<file path="config.mk">
export PLATFORM = sky130hd
export DESIGN_NAME = timer_sequencer
export DESIGN_NICKNAME = d
export VERILOG_FILES = /design/src/rtl/timer_sequencer.sv
export SDC_FILE = /design/constraint.sdc
export NUM_CORES = 1
export LEC_CHECK = 0
export CAP_MARGIN = 15
export CORE_MARGIN = 2
export CORE_UTILIZATION = 57
export CTS_CLUSTER_SIZE = 25
export DETAILED_ROUTE_END_ITERATION = 10
export PLACE_DENSITY = 0.86
export SLEW_MARGIN = 15
export SYNTH_ARGS = -nofsm -noshare
export SYNTH_HDL_FRONTEND = slang
export SYNTH_SLANG_ARGS = --single-unit
</file>
<file path="constraint.sdc">
create_clock -name clk -period 2.3 [get_ports clk]
set_input_delay 0.69 -clock clk [delete_from_list [all_inputs] [get_ports clk]]
set_output_delay 0.69 -clock clk [all_outputs]
set_load 0.005 [all_outputs]
</file>
<file path="src/rtl/timer_sequencer.sv">
// Control sequencer for a 00.00-99.00 stopwatch/timer: debounces the start/stop
// button and steps the datapath through load, run, pause and done phases.
module timer_sequencer #(
  parameter int DEBOUNCE_CYCLES = 1000000,
  parameter int BLINK_TICKS     = 50
) (
  input  logic       clk,
  input  logic       reset,
  input  logic       tick,
  input  logic       startstop,
  input  logic [1:0] mode,
  input  logic       at_zero,
  input  logic       at_max,
  output logic       count_enable,
  output logic       up,
  output logic       load,
  output logic [1:0] load_mode,
  output logic       done,
  output logic       blink
);

  localparam int DB_W = (DEBOUNCE_CYCLES > 1) ? $clog2(DEBOUNCE_CYCLES) : 1;
  localparam int BL_W = (BLINK_TICKS > 1) ? $clog2(BLINK_TICKS) : 1;
  localparam logic [DB_W-1:0] DB_LAST = DB_W'(DEBOUNCE_CYCLES - 1);
  localparam logic [BL_W-1:0] BL_LAST = BL_W'(BLINK_TICKS - 1);

  typedef enum logic [2:0] {
    S_LOAD  = 3'd0,
    S_IDLE  = 3'd1,
    S_RUN   = 3'd2,
    S_PAUSE = 3'd3,
    S_DONE  = 3'd4
  } state_t;

  state_t          r_state;
  state_t          w_next;
  logic            r_level;
  logic [DB_W-1:0] r_db_cnt;
  logic            w_db_hit;
  logic            w_press;
  logic            w_term;
  logic [1:0]      r_load_mode;
  logic            r_up;
  logic            r_done;
  logic [BL_W-1:0] r_bl_cnt;
  logic            r_blink;

  // The counter holds the length of the current run of samples that disagree
  // with the accepted level; any agreeing sample restarts it.
  assign w_db_hit = (startstop != r_level) && (r_db_cnt == DB_LAST);
  assign w_press  = w_db_hit & startstop;

  always_ff @(posedge clk or negedge reset) begin
    if (!reset) begin
      r_level  <= 1'b0;
      r_db_cnt <= '0;
    end else if (startstop == r_level) begin
      r_db_cnt <= '0;
    end else if (w_db_hit) begin
      r_level  <= startstop;
      r_db_cnt <= '0;
    end else begin
      r_db_cnt <= r_db_cnt + DB_W'(1);
    end
  end

  assign w_term = (r_up & at_max) | (~r_up & at_zero);

  always_ff @(posedge clk or negedge reset) begin
    if (!reset) r_state <= S_LOAD;
    else        r_state <= w_next;
  end

  // Terminal beats press in RUN; a mode change beats press in IDLE.
  always_comb begin
    w_next = r_state;
    case (r_state)
      S_LOAD:  w_next = S_IDLE;
      S_IDLE: begin
        if (mode != r_load_mode) w_next = S_LOAD;
        else if (w_press)        w_next = S_RUN;
      end
      S_RUN: begin
        if (w_term)       w_next = S_DONE;
        else if (w_press) w_next = S_PAUSE;
      end
      S_PAUSE: if (w_press) w_next = S_RUN;
      S_DONE:  if (w_press) w_next = S_LOAD;
      default: w_next = S_LOAD;
    endcase
  end

  always_comb begin
    load         = (r_state == S_LOAD);
    count_enable = (r_state == S_RUN) & tick & ~w_term;
  end

  always_ff @(posedge clk or negedge reset) begin
    if (!reset) begin
      r_load_mode <= 2'b00;
      r_up        <= 1'b1;
    end else if (r_state == S_LOAD) begin
      r_load_mode <= mode;
      r_up        <= ~mode[1];
    end
  end

  always_ff @(posedge clk or negedge reset) begin
    if (!reset) r_done <= 1'b0;
    else        r_done <= (w_next == S_DONE);
  end

  // Keyed off the next state so blink is already low in the first clk after DONE.
  always_ff @(posedge clk or negedge reset) begin
    if (!reset) begin
      r_bl_cnt <= '0;
      r_blink  <= 1'b0;
    end else if (w_next != S_DONE) begin
      r_bl_cnt <= '0;
      r_blink  <= 1'b0;
    end else if ((r_state == S_DONE) && tick) begin
      if (r_bl_cnt == BL_LAST) begin
        r_bl_cnt <= '0;
        r_blink  <= ~r_blink;
      end else begin
        r_bl_cnt <= r_bl_cnt + BL_W'(1);
      end
    end
  end

  assign up        = r_up;
  assign load_mode = r_load_mode;
  assign done      = r_done;
  assign blink     = r_blink;

endmodule
</file>
==> run summary, run 1 <==
The run finished with clean final reports. The required time at the worst-slack endpoint is 1.61 ns. By area the synthesized netlist is led by sky130_fd_sc_hd__dfrtp_1 47%, sky130_fd_sc_hd__xnor2_1 6.7%, sky130_fd_sc_hd__nor2_1 5.5%. The die is 60.63 um wide. The total standard cell area after synthesis is 1828 sq um.

In this design, the stage delay of the slowest critical-path cell is 0.53 ns. Among all cell types in the netlist, the one instantiated most often is sky130_fd_sc_hd__dfrtp_1. The worst setup path is captured at an output pin. The share of the clock period used by the worst path is 97.47%.

The die area came out at 3676 sq um. Overall power consumption after layout is estimated at 1.440 mW. The number of synthesized flops with an enable pin is 0.

In the routed design, unresolved DRC markers number 0. The region available for standard cell placement spans 3053 sq um. The final-layout fill cell count came out at 201. The average cell area after synthesis is 10.16 sq um. In the synthesized netlist the async set-or-reset flop fraction comes to 100.0%.

The number of antenna violations at the first check in global routing is 0. The length in cells of the worst reg-to-reg path is 5. The number of nets in the layout came out at 225.

In this run the number of cells on the critical path is 2. The proportion of netlist area held by the largest area contributor is 46.54%. The setup total negative slack is 0 ns. The sequential cells in the finished layout cover a total of 879.6 sq um. The via count of the routed design is 1473. The routability-driven placement congestion ratio came out at 0.8025. The number of maximum-capacitance constraint violations is 0.

The all-layer global routing usage came out at 23.28%. Entering global routing, the biggest net connects 36 pins. The post-route minimum period is 2.242 ns. sky130_fd_sc_hd__dfrtp_1 takes more of the synthesized area than any other cell. The flip-flop and latch count after synthesis came out at 35.

The maximum clock frequency is 446.1 MHz. The remaining antenna violation count after routing came out at 0. For this configuration, the core starts out at a cell density of 59.88%. The area used by multi-input combinational logic came out at 943.4 sq um. Counting instances in the post-synthesis netlist gives the leading cell types as 34 x sky130_fd_sc_hd__dfrtp_1, 27 x sky130_fd_sc_hd__nor2_1, 14 x sky130_fd_sc_hd__xnor2_1. The number of distinct library cells after synthesis is 37. The total overflow reported by the global router is 0. In this run the power density over the cells is 641.0 nW/um^2. The number of placed I/O pins came out at 15. The worst clock skew on the final layout came out at 0.01665 ns.

The sequential fraction of the synthesis area came out at 47.98%. The detailed-route wire length is 4081 um. The maximum fanout count along the critical path came out at 4. The category of cells accounting for the largest share of critical-path delay is buffers and inverters. Compared with the post-synthesis result, the final layout area differs by 22.86%. The number of antenna diodes came out at 0. The average wire per standard cell came out at 15.76 um.

The clock edge transition at the registers on the reported setup and hold paths is 0.11 ns. The count of TritonRoute iterations in the first routing pass came out at 4. Clock tree synthesis inserted a total of 5 buffers. The worst hold path belongs to the class reg2reg. The slowest library cell on the worst path is sky130_fd_sc_hd__clkdlybuf4s50_1. The count of endpoints failing hold in the final timing report is 0. The count of synthesis-stage warnings from yosys came out at 0. The dominant synthesized flop cell is sky130_fd_sc_hd__dfrtp_1. The worst slew slack as a fraction of its limit came out at 69.06%. The violation count after the first detailed-routing iteration came out at 98. The floorplan die height is 60.63 um. Setup violations remaining at the end of the flow were counted as 0. The cell sitting at the root of the clock tree is a sky130_fd_sc_hd__clkbuf_4. For this design, the CTS-stage hold fixing added 0 buffers. The worst setup path is launched from a register.

At the pin with the least slew margin, the transition time is 0.4641 ns. The placed wire-length estimate is 2699 um. The worst setup path category is reg2out. Synthesis produced a netlist with a net count of 191. The TritonCTS clock tree is done. The clock network latency to the later pin of the worst-skew pair came out at 0.34 ns. The first-pass GRT wire length came out at 6223 um. The number of cell rows is 20.

The worst IR drop on VDD is 0.4273 mV. The count of H-tree levels built during CTS came out at 2. Counting along the longest clock path gives a buffer depth of 2. During placement, the flow inserted port buffers numbering 14. The total leakage power came out at 0.9609 nW. After detailed routing, the number of vias per cell comes to 5.687. Once placement completed, the tool counted placed cells totaling 248. The post-synthesis instance total came out at 180.

The max-slew violation total from the final report came out at 0. The number of standard cells in the layout, taps in and fillers out came out at 259. The signal arrival time at the worst endpoint is 1.55 ns. The clock sink total came out at 35. The proportion of layout cells with a drive suffix above 1 came out at 20.47%. Walking the worst path, the cells encountered are nor3_4 -> clkdlybuf4s50_1. The via count of the first global-routing pass came out at 1386. The hold path depth came out at 1. Counting both buffers and inverters, the worst setup path holds a total of 1.
area by class of cell:
class	count	area share [%]
multi-input combinational	136	42.01
sequential	35	39.16
timing repair buffer	30	12.31
clock buffer	8	3.064
tap	44	2.451
inverter	6	1.003
power breakdown:
group | leakage [nW] | total, mW | switching [mW] | internal (mW)
combinational | 0.450 | 0.349 | 0.148 | 0.201
clock | 0.0386 | 0.384 | 0.204 | 0.180
sequential | 0.473 | 0.707 | 0.0451 | 0.662
total | 0.961 | 1.44 | 0.397 | 1.04
through the flow:
| stage | setup slack [ns] | hold WS [ns] | util (%) | area, sq um |
|---|---|---|---|---|
| floorplan | 0.1044 | 0.3944 | - | 1828 |
| global placement | -0.5284 | 0.4810 | 69.84 | 2132 |
| detailed placement | -0.5472 | 0.4866 | 69.84 | 2132 |
| CTS | 0.01841 | 0.5459 | 72.83 | 2223 |
| global route | -0.01170 | 0.5569 | 73.57 | 2246 |
| finish | 0.05816 | 0.5400 | 73.57 | 2246 |
logic make-up (layout without fill, tap and decap cells):
| family | after synthesis | in the layout | share of synthesized area [%] |
|---|---|---|---|
| xor+xnor | 23 | 23 | 11.02 |
| compound gates | 16 | 16 | 6.572 |
| fa+ha+maj | 3 | 3 | 2.054 |
| buf+inv | 9 | 44 | 1.985 |
| flops | 35 | 35 | 47.98 |
| simple gates | 89 | 89 | 27.38 |
| mux | 5 | 5 | 3.011 |
worst reg2reg max path: stages (launching register included):
cell and delay (ns):
sky130_fd_sc_hd__dfrtp_1 0.47, sky130_fd_sc_hd__nor4_2 0.38, sky130_fd_sc_hd__nand2_1 0.15, sky130_fd_sc_hd__nor4_4 0.38
sky130_fd_sc_hd__o32ai_2 0.21, sky130_fd_sc_hd__a221o_1 0.37
metal layers:
layer	part of all wire, %	vias up	global-route usage, %
met2	52	45	39.32
met3	4.4	10	5.330
li1	-	697	-
met1	41	721	28.10
met4	2.7	0	11.18
met5	0	-	0
state kept, by name (all words and copies together) (netlist names):
signal / count
r_db_cnt: 20
r_bl_cnt: 6
r_state: 3
load_mode: 2
blink: 1
done: 1
r_level: 1
up: 1
final timing paths:
| check | start | endpoint | slack [ns] |
|---|---|---|---|
| max in group asynchronous | reset | up | 1.22 |
| worst min-delay path | r_level | r_level | 0.54 |
| worst max-delay path | r_state[1] | load | 0.06 |
| worst max register to register | r_db_cnt[6] | r_bl_cnt[2] | 0.21 |
| worst min register to register | r_level | r_level | 0.54 |
| min in group asynchronous | reset | blink | 0.74 |
what timing repair did:
action | 4_1_cts | 5_1_grt
resized for setup | 12 | 2
setup buffers | 1 | 2
pin swaps | 1 | 1
endpoints found under the setup margin | 4 | 5
placed cells by master, fill, tap and decap left out, types with 2 or more instances in the layout:
cell type	n
sky130_fd_sc_hd__nor3_1	4
sky130_fd_sc_hd__nand2_1	9
sky130_fd_sc_hd__nand4_1	7
sky130_fd_sc_hd__inv_1	6
sky130_fd_sc_hd__mux2_2	3
sky130_fd_sc_hd__and2_1	4
sky130_fd_sc_hd__xor2_1	8
sky130_fd_sc_hd__a221o_1	3
sky130_fd_sc_hd__and3_1	2
sky130_fd_sc_hd__buf_12	2
sky130_fd_sc_hd__xnor2_1	14
sky130_fd_sc_hd__buf_4	14
sky130_fd_sc_hd__dfrtp_1	32
sky130_fd_sc_hd__dfrtp_2	2
sky130_fd_sc_hd__and4_1	3
sky130_fd_sc_hd__clkbuf_4	5
sky130_fd_sc_hd__dlygate4sd2_1	3
sky130_fd_sc_hd__a22o_1	2
sky130_fd_sc_hd__nor4_1	4
sky130_fd_sc_hd__or2_2	2
sky130_fd_sc_hd__nor2b_1	5
sky130_fd_sc_hd__ha_1	3
sky130_fd_sc_hd__nand2_2	3
sky130_fd_sc_hd__nor4_2	2
sky130_fd_sc_hd__nor2_1	27
sky130_fd_sc_hd__a21oi_1	6
sky130_fd_sc_hd__nand3_1	10
sky130_fd_sc_hd__clkbuf_8	2
sky130_fd_sc_hd__clkdlybuf4s50_1	10
Power figures use the tool's default switching activity.
==> run 2: changes to the inputs <==
Settings changed: CORE_UTILIZATION 57 to 55, PLACE_DENSITY 0.86 to 0.84.
==> run 2 against run 1 <==
Register-to-register slack is essentially flat. Global-route usage grew 1.5 points. Clock skew shrank 0.0093 ns. Die area grew 3.4%. Clock power is essentially flat. Total power shrank 0.33%.
==> run summary, run 2 (synthesized netlist as in run 1, its figures left out) <==
The die width came out at 61.65 um (+1.7%). The proportion of layout cells with a drive suffix above 1 came to 20.93% (+0.47 points). The switching share of power came to 27.55% (-0.033 points).

The number of nets in the layout came out at 225 (unchanged). The via count of the routed design came out at 1504 (+2.1%). In the final layout, the registers with the most flip-flops are r_db_cnt (20), r_bl_cnt (6), r_state (3). In the layout the commonest cells are 32 x sky130_fd_sc_hd__dfrtp_1, 27 x sky130_fd_sc_hd__nor2_1, 14 x sky130_fd_sc_hd__xnor2_1, 14 x sky130_fd_sc_hd__buf_4, 11 x sky130_fd_sc_hd__clkdlybuf4s50_1. The signal arrival time at the worst endpoint came to 1.56 ns (about the same). The count of TritonRoute iterations in the first routing pass came out at 5 (+1). The clock sink total is 35 (unchanged). The remaining antenna violation count after routing is 0 (unchanged). The maximum clock frequency is 445.0 MHz (-0.23%). The setup path with the least slack is of type reg2out. The cell internal power dissipation is 1.040 mW (-0.29%). The number of antenna diodes is 0 (unchanged). The first-pass GRT wire length came to 6789 um (+9.1%).

The worst IR drop on VDD came out at 0.2907 mV (-32%). The clock power share came out at 26.8% (about the same). The floorplan die height is 61.65 um (+1.7%).

The effective utilization at floorplan came out at 58.91% (-0.97 points). The count of buffers inserted at the top-level ports is 14 (unchanged). The total leakage power was 0.9608 nW (about the same). The worst slew slack as a fraction of its limit came out at 69.77% (+0.71 points). The hold-fix buffer count after cts came out at 0 (unchanged). Setup repair after global routing could not meet its margin everywhere. The all-layer global routing usage came out at 24.75% (+1.5 points). In this run the worst hold path is classified as reg2reg. The average wire per standard cell came out at 15.38 um (-2.4%).

Counting flops per register, the top entry is r_db_cnt. The number of placed I/O pins came out at 15 (unchanged). The largest buffer count on any clock path is 2 (unchanged). The total DRC errors in the routed layout came out at 0 (unchanged).

The total clock buffers created by CTS is 5 (unchanged). The most common cell after layout, fill and taps aside is sky130_fd_sc_hd__dfrtp_1. The worst clock skew on the final layout was 0.007297 ns (-0.009350 ns). The maximum fanout count along the critical path came out at 2 (-2). The critical path launch point type is a register.

The transition time at the pin with the least slew margin came out at 0.4535 ns (-0.01067 ns). The violation count after the first detailed-routing iteration was 89 (-9.2%). The detailed-route wire length came out at 3983 um (-2.4%). The net switching component of the power is 395.2 uW (-0.45%). The placed wire-length estimate is 2802 um (+3.8%).

The post-route minimum period came to 2.247 ns (+0.005259 ns). The number of maximum-capacitance constraint violations is 0 (unchanged). The max-slew violation total from the final report came out at 0 (unchanged). The clock edge transition at the registers on the reported setup and hold paths came out at 0.11 ns (about the same). The end-of-flow core utilization was 72.90% (-0.66 points). The setup total negative slack came out at 0 ns (unchanged).

The area of placed instances came out at 2147 sq um (+0.70%). The final-report setup violation count is 0 (unchanged). The number of antenna violations at the first check in global routing is 0 (unchanged).

The clock tree root driver cell is sky130_fd_sc_hd__clkbuf_4. The share of the clock period used by the worst path is 97.70% (+0.23 points). TritonCTS built the clock tree.

The layout-stage area growth over the synthesis result is 23.75%. The combinational cell fraction of total power came out at 24.1% (about the same). The die area is 3801 sq um (+3.4%). The via density per instance came out at 5.807 (+2.1%). The flip-flop count of the largest register, all copies and words added is 20 (unchanged). The total overflow reported by the global router was 0 (unchanged). The routability-driven placement congestion ratio is 0.8024 (about the same).

The via count of the first global-routing pass is 1507 (+8.7%). The largest net degree at the start of global routing is 36 (unchanged). The power share of the sequential group is 49.1% (about the same). The number of cell rows was 20 (unchanged). STA classifies the critical path endpoint as an output pin. The final standard cell area without fillers came out at 2262 sq um (+0.72%).

The count of H-tree levels built during CTS is 2 (unchanged). The required time at the worst-slack endpoint came out at 1.61 ns (about the same). The count of endpoints failing hold in the final timing report came out at 0 (unchanged). The flow ran to the end, and the final reports show no timing, DRC or antenna violations. The clock network latency to the later pin of the worst-skew pair is 0.35 ns (about the same). The placeable core region is 3103 sq um (+1.6%). The power per cell area came out at 634.2 nW/um^2 (-1.1%).
==> run 2: area by class of cell <==
type                            count  area, sq um
Fill cell                         213        840.8
Sequential cell                    35        879.6
Inverter                            6        22.52
Timing Repair Buffer               30        277.8
Multi-Input combinational cell    136        958.4
Clock buffer                        8        68.82
Tap cell                           44        55.05
==> run 2: metrics by stage <==
stage,power (mW),hold slack [ns],setup WS [ns],cells
global placement,1.018,0.4817,-0.4986,250
floorplan,0.8512,0.3944,0.1044,180
finish,1.435,0.5348,0.05291,259
detailed placement,1.038,0.4921,-0.5270,250
CTS,1.429,0.5323,0.01652,258
global route,1.504,0.5720,-0.02056,259
==> run 2: what timing repair did <==
action	CTS	global route
pin swaps	1	3
cloned	0	0
setup buffers	0	1
setup endpoints to repair	13	28
gates resized for setup	11	5
==> run 2: path summary, 6_finish.rpt <==
kind                        startpoint      endpoint  slack, ns  cells after the start
hold reg to reg            r_db_cnt[0]   r_db_cnt[0]       0.53                      1
hold / removal             r_db_cnt[0]   r_db_cnt[0]       0.53                      1
max in group asynchronous        reset            up       1.22                      2
setup reg to reg           r_db_cnt[0]   r_bl_cnt[3]       0.21                      6
min in group asynchronous        reset          done       0.74                      2
setup / recovery                    up  count_enable       0.05                      3
==> run 2: power groups by stage <==
stage	clock network [mW]	logic (mW)	registers [mW]
CTS	0.391	0.336	0.702
floorplan	0	0.146	0.705
detailed placement	0	0.328	0.709
global route	0.419	0.374	0.712
global placement	0	0.313	0.705
finish	0.384	0.345	0.705
==> run 2: per-layer routing <==
metal,up-vias,wire length [um],global-route usage (%)
li1,701,-,-
met1,729,1530,30.39
met2,62,2063,40.30
met3,12,288,7.983
met4,0,100,10.03
met5,-,0,0
==> run 2: critical path, stage by stage, from the launching register on <==
cell and delay, ns:
sky130_fd_sc_hd__dfstp_2 0.56, sky130_fd_sc_hd__mux2_4 0.32, sky130_fd_sc_hd__nor4_4 0.19, sky130_fd_sc_hd__buf_2 0.14
==> run 3: changes to the inputs <==
Settings changed: CORE_UTILIZATION 55 to 57, PLACE_DENSITY 0.84 to 0.86, SKIP_CTS_REPAIR_TIMING from default to 1.
==> run 3 against run 2 <==
Die area down 3.3%. Largest power group unchanged. Register-to-register slack hardly changed. Hold slack got worse by 0.029 ns. Final area shrank 0.61%. Critical path type unchanged.
==> run summary, run 3 (synthesized netlist as in run 1, its figures left out) <==
The layout-stage area growth over the synthesis result is 23.00%. The all-layer global routing usage is 22.54% (-2.2 points). The clock network latency to the later pin of the worst-skew pair came to 0.34 ns (about the same). The endpoint kind of the worst setup timing path is an output pin. The met2 demand-to-capacity share in global routing is 38.10% (-2.2 points).

The via count of the routed design came out at 1474 (-2.0%). The detailed-route wire length came to 3971 um (-0.30%). The routability-driven placement congestion ratio was 0.8025 (about the same). The slowest library cell on the worst path is sky130_fd_sc_hd__clkdlybuf4s50_1. The area of placed instances came out at 2132 sq um (-0.70%). The combinational cell fraction of total power came out at 24.9% (+0.8 points). The average wire per standard cell is 15.33 um (-0.30%). The cell internal power dissipation was 1.043 mW (+0.38%).

The setup path with the least slack is of type reg2out. Leaving out fill and tap cells, the most frequent cell in the layout is sky130_fd_sc_hd__dfrtp_1. The maximum fanout count along the critical path came out at 8 (+6). The startpoint identified for the worst hold timing path is r_level. The total DRC errors in the routed layout is 0 (unchanged). The floorplan die height is 60.63 um (-1.7%). The setup total negative slack was 0 ns (unchanged). The max-slew violation total from the final report is 0 (unchanged). The worst IR drop on VDD came out at 0.4259 mV (+46%). The critical path goes through nor3_4 -> clkdlybuf4s50_1. The signal arrival time at the worst endpoint is 1.57 ns (about the same). The placeable core region came to 3053 sq um (-1.6%). The power share of the sequential group was 48.8% (-0.3 points). The maximum clock frequency is 442.4 MHz (-0.58%).

The path length in cells of the critical path is 2 (-1). The number of maximum-capacitance constraint violations is 0 (unchanged). The root buffer cell chosen for the clock tree is sky130_fd_sc_hd__clkbuf_4. The register-to-register path setup slack is 0.22 ns (about the same). The flip-flop count of the largest register, all copies and words added is 20 (unchanged). The largest net degree at the start of global routing is 36 (unchanged). The clock sink total came out at 35 (unchanged). The largest registers in the layout are r_db_cnt (20), r_bl_cnt (6), r_state (3). The transition time at the pin with the least slew margin is 0.4678 ns (+0.01438 ns).

The switching share of power came out at 27.81% (+0.26 points). The share of the clock period used by the worst path was 98.27% (+0.57 points). The required time at the worst-slack endpoint came to 1.61 ns (about the same). The count of endpoints failing hold in the final timing report is 0 (unchanged). The number of placed I/O pins is 15 (unchanged). The clock edge transition at the registers on the reported setup and hold paths came out at 0.11 ns (about the same). The number of nets in the layout is 225 (unchanged).

The met1 track demand over resource in global routing is 26.92% (-3.5 points). The worst clock skew on the final layout was 0.01293 ns (+0.005631 ns). The via density per instance came to 5.691 (-2.0%). The total leakage power came out at 0.9852 nW (+2.5%). The clock power share is 26.3% (-0.5 points). The number of standard cells in the layout, taps in and fillers out was 259 (unchanged). The critical path launch point type is a register. The end point of the most critical hold path is r_level. The total clock buffers created by CTS is 5 (unchanged). The run finished with clean final reports. The worst slew slack as a fraction of its limit was 68.81% (-0.96 points). The proportion of layout cells with a drive suffix above 1 came out at 19.53% (-1.4 points). The count of TritonRoute iterations in the first routing pass is 5 (unchanged). The post-route worst hold slack came to 0.5055 ns (-0.02931 ns). The combined buffer and inverter count along the critical path is 1 (unchanged).

The power per cell area is 642.9 nW/um^2 (+1.4%). Among cell families on the critical path, the largest total delay comes from buffers and inverters. The violation count after the first detailed-routing iteration is 135 (+52%). The final-report setup violation count came out at 0 (unchanged). The die area is 3676 sq um (-3.3%). The via count of the first global-routing pass came out at 1395 (-7.4%). The TritonCTS clock tree is done. More flip-flops sit in one register than any other, and that register is r_db_cnt. The count of H-tree levels built during CTS is 2 (unchanged). The number of cells in the design after placement came out at 248 (-0.80%).

The effective utilization at floorplan came to 59.88% (+0.97 points). The first-pass GRT wire length is 6058 um (-11%). In the layout the commonest cells are 33 x sky130_fd_sc_hd__dfrtp_1, 27 x sky130_fd_sc_hd__nor2_1, 14 x sky130_fd_sc_hd__xnor2_1, 14 x sky130_fd_sc_hd__buf_4. The net switching component of the power is 402.0 uW (+1.7%). The length in cells of the worst reg-to-reg path was 5 (-1).

The number of cell rows is 20 (unchanged). The final standard cell area without fillers came to 2248 sq um (-0.61%). The number of antenna diodes is 0 (unchanged). The placed wire-length estimate was 2699 um (-3.7%).

The final-layout fill cell count is 200 (-6.1%). The most used routing layer is met2. The worst slack at placement came out at -0.5472 ns (-0.02025 ns). The largest buffer count on any clock path is 2 (unchanged). The die width came out at 60.63 um (-1.7%). The post-route minimum period came out at 2.260 ns (+0.01306 ns). In this run the critical register-to-register path is launched from r_db_cnt[6]. The remaining antenna violation count after routing came to 0 (unchanged). The largest incremental delay on the critical path is 0.54 ns (-0.02 ns). The endpoint identified for the worst register-to-register timing path is r_bl_cnt[2]. In this run the worst hold path is classified as reg2reg. The met3 global-route usage came to 5.117% (-2.9 points). The total overflow reported by the global router is 0 (unchanged). The number of antenna violations at the first check in global routing is 0 (unchanged). The count of buffers inserted at the top-level ports is 14 (unchanged).

The final worst-path setup slack is 0.03984 ns (-0.01306 ns). The hold path depth was 1 (unchanged).
-- run 3: cell types whose count changed in the layout (fill, tap and decap cells not counted), sizes merged --
cell	previous run	this run
dlymetal6s2s	0	3
dlygate4sd2	2	0
clkdlybuf4s50	11	10
-- run 3: layer usage --
metal  up-vias  routed length, um
li1        701                  -
met1       707               1638
met2        54               2001
met3        12                207
met4         0                123
met5         -                  0
-- run 3: power by group through the flow --
stage | registers, mW | logic, mW | clock network, mW
after CTS | 0.696 | 0.320 | 0.387
after global placement | 0.705 | 0.305 | 0
after floorplan | 0.705 | 0.146 | 0
after detailed placement | 0.708 | 0.319 | 0
final | 0.705 | 0.360 | 0.380
after global routing | 0.711 | 0.376 | 0.422
-- run 3: worst max-delay path by stage --
stage	end	start
finish	load	r_state[2]
global placement	count_enable	at_max
CTS	count_enable	at_max
global route	load	r_state[2]
detailed placement	count_enable	at_max
floorplan	r_bl_cnt[2]	startstop
-- run 3: final cells by class --
class                   instances  area (sq um)  area share, %
multi-input cells             136         935.9          41.62
flip-flops and latches         35         878.3          39.07
repair buffers                 30         287.8          12.80
clock buffers                   8         68.82          3.061
well taps                      44         55.05          2.449
inverters                       6         22.52          1.002
-- run 3: stage by stage --
| step | power, mW | utilization (%) |
|---|---|---|
| detailed placement | 1.027 | 69.84 |
| finish | 1.445 | 73.65 |
| CTS | 1.403 | 72.09 |
| global placement | 1.010 | 69.84 |
| floorplan | 0.8512 | - |
| global route | 1.510 | 73.65 |
